`src/rtl/hc_fwd.sv`:
```
// ---------------------------------------------------------------------------
// hc_fwd -- hazard controller with operand forwarding for a five-stage core
//
// Drives the stall/flush controls of the F/D/E/M/W stages. Also drives
// registered E-stage operand-forwarding selects. It detects load-use hazards
// and RAW/WAW hazards against results still owed by the multi-cycle unit
// (MDU). Those results are tracked by a one-bit-per-register scoreboard.
// A saturating counter records the number of cycles in which D was stalled.
//
// Parameters
//   REG_W   register-address width (scoreboard holds 2**REG_W bits)
//   FWD_EN  1: forwarding enabled; 0: stall-only, forwarding selects stay 00
//   CNT_W   stall-counter width
//
// Ports
//   clk, reset                 core clock, synchronous active-high reset
//   je                         branch/jump taken, resolved in E
//   busy_M                     LSU busy, freezes F..M and bubbles W
//   rs1_addr/rs2_addr          D-stage source registers
//   rs1_used/rs2_used          D instruction actually reads that source
//   rd_D                       D-stage destination (WAW check)
//   rd_E/we_E, rd_M/we_M       pipeline destinations and their write enables
//   load_E                     E instruction is a load
//   long_E, mdu_ready          E instruction launches on the MDU / MDU can accept
//   long_done, long_rd         MDU writes long_rd into the regfile this cycle
//   stall_*/flush_*            per-stage controls (combinational)
//   fwd_rs1_E/fwd_rs2_E        E operand select: 00 regfile, 01 M, 10 W
//   stall_cnt                  saturating count of stall_D cycles
// ---------------------------------------------------------------------------
module hc_fwd #(
    parameter int REG_W  = 5,
    parameter int FWD_EN = 1,
    parameter int CNT_W  = 32
) (
    input  logic             clk,
    input  logic             reset,
    input  logic             je,
    input  logic             busy_M,
    input  logic [REG_W-1:0] rs1_addr,
    input  logic [REG_W-1:0] rs2_addr,
    input  logic             rs1_used,
    input  logic             rs2_used,
    input  logic [REG_W-1:0] rd_D,
    input  logic [REG_W-1:0] rd_E,
    input  logic [REG_W-1:0] rd_M,
    input  logic             we_E,
    input  logic             we_M,
    input  logic             load_E,
    input  logic             long_E,
    input  logic             mdu_ready,
    input  logic             long_done,
    input  logic [REG_W-1:0] long_rd,
    output logic             stall_F,
    output logic             stall_D,
    output logic             flush_D,
    output logic             stall_E,
    output logic             flush_E,
    output logic             stall_M,
    output logic             flush_M,
    output logic             stall_W,
    output logic             flush_W,
    output logic [1:0]       fwd_rs1_E,
    output logic [1:0]       fwd_rs2_E,
    output logic [CNT_W-1:0] stall_cnt
);

    localparam int               NREG    = 1 << REG_W;
    localparam logic [REG_W-1:0] X0      = '0;
    localparam logic [CNT_W-1:0] CNT_ONE = CNT_W'(1);

    localparam logic [1:0] FWD_RF = 2'b00;
    localparam logic [1:0] FWD_M  = 2'b01;
    localparam logic [1:0] FWD_W  = 2'b10;

    logic [NREG-1:0]  r_sb;
    logic [1:0]       r_fwd1;
    logic [1:0]       r_fwd2;
    logic [CNT_W-1:0] r_cnt;

    logic [NREG-1:0]  w_clr;
    logic [NREG-1:0]  w_sb_eff;
    logic [NREG-1:0]  w_sb_next;
    logic             w_rs1_e, w_rs2_e, w_rs1_m, w_rs2_m;
    logic             w_load_use, w_raw, w_waw, w_hazard, w_launch;
    logic [1:0]       w_fwd1, w_fwd2;

    // A completing MDU write is visible through the write-through regfile in
    // the same cycle, so its bit is masked off before any hazard check.
    always_comb begin
        // NOTE: every signal written in always_comb gets a default first so no latch is inferred.
        w_clr          = '0;
        w_clr[long_rd] = long_done;
        w_sb_eff       = r_sb & ~w_clr;
    end

    // Source/destination matches. x0 never matches; unused sources and
    // non-writing destinations are ignored.
    assign w_rs1_e = rs1_used && (rs1_addr != X0) && we_E && (rs1_addr == rd_E);
    assign w_rs2_e = rs2_used && (rs2_addr != X0) && we_E && (rs2_addr == rd_E);
    assign w_rs1_m = rs1_used && (rs1_addr != X0) && we_M && (rs1_addr == rd_M);
    assign w_rs2_m = rs2_used && (rs2_addr != X0) && we_M && (rs2_addr == rd_M);

    assign w_load_use = load_E && (w_rs1_e || w_rs2_e);
    assign w_raw      = (rs1_used && w_sb_eff[rs1_addr]) || (rs2_used && w_sb_eff[rs2_addr]);
    assign w_waw      = (rd_D != X0) && w_sb_eff[rd_D];

    // Without forwarding, any in-flight producer of a D source must drain first.
    assign w_hazard = w_load_use || w_raw || w_waw ||
                      ((FWD_EN == 0) && (w_rs1_e || w_rs2_e || w_rs1_m || w_rs2_m));

    // Prioritised stage controls; the LSU freeze dominates everything.
    always_comb begin
        stall_F = 1'b0;
        stall_D = 1'b0;
        flush_D = 1'b0;
        stall_E = 1'b0;
        flush_E = 1'b0;
        stall_M = 1'b0;
        flush_M = 1'b0;
        stall_W = 1'b0;
        flush_W = 1'b0;
        if (busy_M) begin
            stall_F = 1'b1;
            stall_D = 1'b1;
            stall_E = 1'b1;
            stall_M = 1'b1;
            flush_W = 1'b1;
        end else if (long_E && !mdu_ready) begin
            stall_F = 1'b1;
            stall_D = 1'b1;
            stall_E = 1'b1;
            flush_M = 1'b1;
        end else if (je) begin
            flush_D = 1'b1;
            flush_E = 1'b1;
        end else if (w_hazard) begin
            stall_F = 1'b1;
            stall_D = 1'b1;
            flush_E = 1'b1;
        end
    end

    // Forwarding selects for the D instruction, applied when it reaches E.
    // A load match in E stalls, so a load producer only ever forwards from W.
    always_comb begin
        w_fwd1 = FWD_RF;
        w_fwd2 = FWD_RF;
        if (FWD_EN != 0) begin
            if (w_rs1_e && !load_E) begin
                w_fwd1 = FWD_M;
            end else if (w_rs1_m) begin
                w_fwd1 = FWD_W;
            end
            if (w_rs2_e && !load_E) begin
                w_fwd2 = FWD_M;
            end else if (w_rs2_m) begin
                w_fwd2 = FWD_W;
            end
        end
    end

    // A launch that is held in E must not mark its destination yet.
    assign w_launch = long_E && mdu_ready && !stall_E && (rd_E != X0);

    // Clear first, then set, so a same-cycle set on the same register wins.
    always_comb begin
        w_sb_next = w_sb_eff;
        if (w_launch) begin
            w_sb_next[rd_E] = 1'b1;
        end
        w_sb_next[0] = 1'b0;
    end

    always_ff @(posedge clk) begin
        // NOTE: sequential state uses non-blocking assignments so all flops update from pre-edge values.
        if (reset) begin
            // NOTE: the scoreboard is plain flops and must be reset, or stale bits would stall D forever.
            r_sb   <= '0;
            r_fwd1 <= FWD_RF;
            r_fwd2 <= FWD_RF;
            r_cnt  <= '0;
        end else begin
            r_sb <= w_sb_next;
            if (!stall_E) begin
                r_fwd1 <= flush_E ? FWD_RF : w_fwd1;
                r_fwd2 <= flush_E ? FWD_RF : w_fwd2;
            end
            if (stall_D && (r_cnt != '1)) begin
                r_cnt <= r_cnt + CNT_ONE;
            end
        end
    end

    assign fwd_rs1_E = r_fwd1;
    assign fwd_rs2_E = r_fwd2;
    assign stall_cnt = r_cnt;

endmodule

```
`config.mk`:
```
export PLATFORM = sky130hd
export DESIGN_NAME = hc_fwd
export DESIGN_NICKNAME = d
export VERILOG_FILES = /design/src/rtl/hc_fwd.sv
export SDC_FILE = /design/constraint.sdc
export NUM_CORES = 1
export LEC_CHECK = 0
export CORE_MARGIN = 10
export CORE_UTILIZATION = 45
export DETAILED_ROUTE_END_ITERATION = 10
export GPL_TIMING_DRIVEN = 0
export PLACE_DENSITY = 0.68
export SLEW_MARGIN = 10
export SYNTH_ARGS = -nofsm -noshare
export SYNTH_HDL_FRONTEND = slang
export SYNTH_SLANG_ARGS = --single-unit
export TNS_END_PERCENT = 50
```
`constraint.sdc`:
```
create_clock -name clk -period 3.4 [get_ports clk]
set_clock_uncertainty 0.05 [all_clocks]
set_input_delay 0.68 -clock clk [delete_from_list [all_inputs] [get_ports clk]]
set_output_delay 0.68 -clock clk [all_outputs]
set_load 0.01 [all_outputs]
```
Word level (Yosys, flattened, before mapping) --
Cells that the tools add are included.
Storage, ports and cells: memory bits (read-only) 0, memories 0, output and inout bits 45, logic and storage cells 87, bits in writable memories 0, register bits after elaboration 68, bits in latches 0
Operators by class: shift-type cells 0, multiply operators 0, reductions and logical operators 34, $lt $le $gt $ge 7, equal/unequal tests 5, multiplexer cells 31, bitwise logic cells 4, add/sub/neg operators 1, divide/modulo/power cells 0
Operators by type and width (number):
- bitwise AND 32 bit | 2
- adder 32 x 1 -> 32 bit (second input constant) | 1
- two-way mux 32 bit | 1
- inequality test 32 bit (second input constant) | 1
- inverter 32 bit | 1
- OR 32 bit | 1
- < comparator 5 x 6 -> 1 bit (second input constant) | 5
- logical AND 1 bit | 23
- equality test 5 bit | 4
- nonzero test 5 bit | 4
- two-way mux 1 bit | 19
- binary-select mux 1 bit (select 5 bit) | 3
- two-way mux 2 bit | 6
- demux 1 bit (select 5 bit) | 2
- greater-or-equal comparator 5 x 1 -> 1 bit (second input constant) | 2
- logical OR 1 bit | 4
- logical NOT 1 bit | 3

Depth between registers and ports, before layout --
depth after elaboration 18, gate-level depth with buffers 13, mapped depth without buffers 9

Worst setup path after synthesis --
No wires, ideal clock.
path type in2out, start point input port rd_D[1], end point output port stall_F, arrival time 2.592 ns, path buffers 3, required time 2.670 ns, cell stages on the path 10, slack 0.078 ns, cells stage by stage buf_4 xnor2_2 buf_6 a31oi_1 mux4_2 a311oi_2 o221ai_2 o21ai_0 nand2_1 buf_4
Between the ends: longest elaborated chain between the ends 8, elaborated cells on any way between the ends 9, classes of those cells mux (6); reduce/logical (3)
RTL lines:
- from (decl) | RTL line 43 | input logic [REG_W-1:0] rd_D,
- binary-select mux 1 bit (select 5 bit) | RTL line 105 | assign w_waw = (rd_D != X0) && w_sb_eff[rd_D];
- two-way mux 1 bit (not written as such) | RTL line 105
- logical AND 1 bit * | RTL line 105
- logical OR 1 bit * | RTL line 108 | assign w_hazard = w_load_use || w_raw || w_waw ||
- two-way mux 1 bit * (4 in a row)
- to (decl) | RTL line 53 | output logic stall_F,
Mark *: on every way between the ends. The rest lies on a longest branch, timed or not. The select of a mux whose other input is x is not followed.

Worst setup path after layout --
start point input port long_rd[1], end point output port stall_F
Between the ends: longest elaborated chain between the ends 17, elaborated cells on any way between the ends 24, classes of those cells order compare (2); mux (12); bitwise (3); reduce/logical (7)
RTL lines:
- from (decl) | RTL line 52 | input logic [REG_W-1:0] long_rd,
- < comparator 5 x 6 -> 1 bit (not written as such) or greater-or-equal comparator 5 x 1 -> 1 bit (tied branches) | RTL line 92 | w_clr[long_rd] = long_done;
- logical AND 1 bit (not written as such) | RTL line 92
- two-way mux 1 bit (not written as such) | RTL line 92
- demux 1 bit (select 5 bit) * | RTL line 92
- bitwise AND 32 bit (no line) *
- inverter 32 bit * | RTL line 93 | w_sb_eff = r_sb & ~w_clr;
- bitwise AND 32 bit * | RTL line 93
- binary-select mux 1 bit (select 5 bit) | RTL line 104 | assign w_raw = (rs1_used && w_sb_eff[rs1_addr]) || (rs2_used && w_sb_eff[rs2_addr]);
- two-way mux 1 bit (not written as such) | RTL line 104
- logical AND 1 bit | RTL line 104
- logical OR 1 bit | RTL line 104
- logical OR 1 bit | RTL line 108
- logical OR 1 bit * | RTL line 108
- two-way mux 1 bit * | RTL line 136 | end else if (w_hazard) begin
- two-way mux 1 bit * | RTL line 133 | end else if (je) begin
- two-way mux 1 bit * | RTL line 128 | end else if (long_E && !mdu_ready) begin
- two-way mux 1 bit * | RTL line 122 | if (busy_M) begin
Marked as above.

==> out/qor.yml <==
global_route.overflow_total: 0
overall_power_after_layout_uw: 2010
final_antenna_net_count: 0
worstSetupStartpoint: "long_rd[1]"
layout_cells_sized_above_1_pct: 20.39
num_antenna_cells: 0
leakagePower_uw: 0.002449
clk-insertion-delay-late_ns: 0.36
sequential_to_total_area_share_from_yosys_stat_pct: 27.31
buffer_ports.inserted: 72
ys_warn_count: 0
max-cap-violations: 0
rsz0062_at_grt: "true"
wire_length_of_the_first_global_routing_pass_um: 30170
setup_tns_ns: -0.4726
detailroute.via_count: 5638
cts-hold-fix-buffers: 0
powerDensity_mw_per_mm2: 305.8
outcome: "finished, violations left"
h_tree_level_count: 3
route.detailed.vias_per_inst: 6.264
cts.clk_slew.worst_paths_ns: 0.07
hpwl_um: 13910
initial_core_utilization_pct: 45.71
period_needed_ns: 3.587
floorplan.io_pins: 87
globalRouteTotalUtil_pct: 23.34
yosysTopAreaCell: "dfxtp_1"
relSlewSlack_pct: 23.80
yosys.cell_types.count: 86
crit_path_start_kind: "input pin"
rows: 38
hp-class: "reg2reg"
hold_violations: 0
failed_checks: "negative setup slack"
dr.pass1.iters: 5
die_h_um: 124.5
max_freq_ghz: 0.2788
ys_top_cells_by_area: "dfxtp_1 (27%), a21oi_1 (5.4%), nand2_1 (5.2%), mux2i_1 (4.9%), o21ai_0 (4.7%)"
ctsRootBufferMaster: "clkbuf_8"
synth.cell_area_mm2: 0.004912
cp_slowest_stage_delay_ns: 0.40
tritoncts: "done"
cts-root-to-sink-buffers: 2
post-route-period-util_pct: 105.5
finalNonFillerCells: 900
grt_start_max_net_pins: 13
post_synth.cell_area_avg_um2: 7.711
arrival_ns: 2.86
drc: 0
numPlacedInstances: 849
report.final.slew_viol_count: 0
fp.dieArea_mm2: 0.01550
synthDominantCellAreaShare_pct: 27.31
worstReg2RegStart: "stall_cnt[18]"
synth_cells: 637
cts_sinks: 67
worst_slew_pin_slew_ns: 1.134
post_drt_wl_per_cell_um: 20.92
synthesized_net_count: 680
crit_type: "in2out"
postSynthRegisterBits: 67
die_w_um: 124.5
flow.area_growth_from_synthesis_pct: 33.80
timing.critical_path.fanout_max: 7
synth_flop_cell: "dfxtp_1"
synth-edff-count: 0
coreArea_mm2: 0.01075
slowest_stage: "a221o_1"
cp-end-kind: "primary output"
final_critical_path_setup_slack_ns: -0.1872
cts_buffers: 9
worst_hold_startpoint: "fwd_rs2_E[1]"
drt-initial-drc-count: 636
max-vdd-ir-drop_v: 0.0002448
finalWirelength_um: 18830
antenna_found_initial: 0
first_global_vias: 5457
timing.critical_path.cells: "buf_8 -> buf_6 -> buf_4 -> buf_4 -> o31ai_1 -> a2111oi_1 -> a221o_1 -> a21oi_2 -> o221ai_4 -> o21ai_1 -> nand2_1 -> buf_6 -> buf_6"
critPathRequiredTime_ns: 2.67
timing.critical_path.mode_cell: "buf_6"
async_flop_share_pct: 0
setup_viol_count_final: 3
final_core_utilization_pct: 61.17
count_of_nets_after_finishing: 798
gp_routability_congestion: 0.9978
## placed cells by master, fill, tap and decap left out, drive strengths merged, types with 11 or more instances in the layout
master,count
a21oi,53
and3,11
buf,78
clkbuf,31
clkdlybuf4s50,56
dfxtp,67
inv,17
mux2,12
mux2i,24
nand2,68
nand3,28
nand4,13
nor2,37
nor2b,17
nor3,16
o21ai,56
or4,12
xnor2,12
xor2,16
## per-layer routing
layer	GRT usage (%)	part of all wire [%]
met5	0	0
met4	7.814	2.0
met3	4.085	7.9
met2	37.78	47
met1	30.47	43
## critical path, delay by kind of cell
| family | cells | cell delay [ns] |
|---|---|---|
| compound gates | 6 | 1.30 |
| buf+inv | 6 | 0.78 |
| simple gates | 1 | 0.10 |
## sequential cells by signal (all words and copies together), names as in the netlist
| signal | cells |
|---|---|
| stall_cnt | 32 |
| fwd_rs2_E | 2 |
| r_sb | 31 |
| fwd_rs1_E | 2 |
## synthesized netlist by cell type, types with 11 or more instances
cell type and count:
and3_1 11, buf_2 13, nand4_1 13, nor2b_1 17, nand3_1 27, clkbuf_1 19
dfxtp_1 67, o21ai_0 46, or4_1 12, mux2i_1 24, nor2_1 37, a21oi_1 53
nor3_1 16, nand2_1 68, xor2_1 15, inv_1 16, xnor2_1 11
## power by group
| group | internal, uW | switching, uW | total (uW) |
|---|---|---|---|
| combinational | 180 | 254 | 434 |
| clock | 433 | 344 | 777 |
| sequential | 790 | 8.44 | 799 |
| total | 1400 | 607 | 2010 |
## per-stage QoR
stage | worst slack (ns) | instance area [um^2] | hold slack (ns)
after global routing | -0.2455 | 6573 | 0.4343
final | -0.1872 | 6573 | 0.4243
after floorplan | 0.07760 | 4912 | 0.4206
after detailed placement | -1.403 | 5813 | 0.4051
after CTS | -0.2128 | 6502 | 0.4218
after global placement | -1.389 | 5808 | 0.4021
## timing repair
action,4_1_cts,5_1_grt
endpoints found under the setup margin,40,6
buffers inserted,29,4
hold endpoints to repair,0,0
gates cloned,3,0
pin swaps,14,10
gates resized for setup,106,24
## kinds of logic after synthesis
family          count (synthesis)  share of synthesized area [%]
other cells                     1                        0.07634
xor+xnor                       28                          5.298
buf+inv                        70                          7.132
simple gates                  258                          28.73
mux                            38                          8.788
fa+ha+maj                       1                         0.2547
flops                          67                          27.31
compound gates                174                          22.41
## layout make-up
type,count,area (um^2)
clock inverter,6,88.84
fill,991,4173
tap,140,175.2
buffer,51,342.8
sequential,67,1341
timing repair buffer,108,969.7
multi-input combinational,500,3448
inverter,18,68.82
clock buffer,10,137.6
## final timing paths
kind                                       to  slack (ns)  cells past startpoint
worst max-delay path                  stall_F       -0.19                     13
worst min-delay path             fwd_rs2_E[1]        0.42                      2
worst max register to register  stall_cnt[25]        0.54                      9
worst min register to register   fwd_rs2_E[1]        0.42                      2
Note: power is estimated with default switching activity, not from simulation.
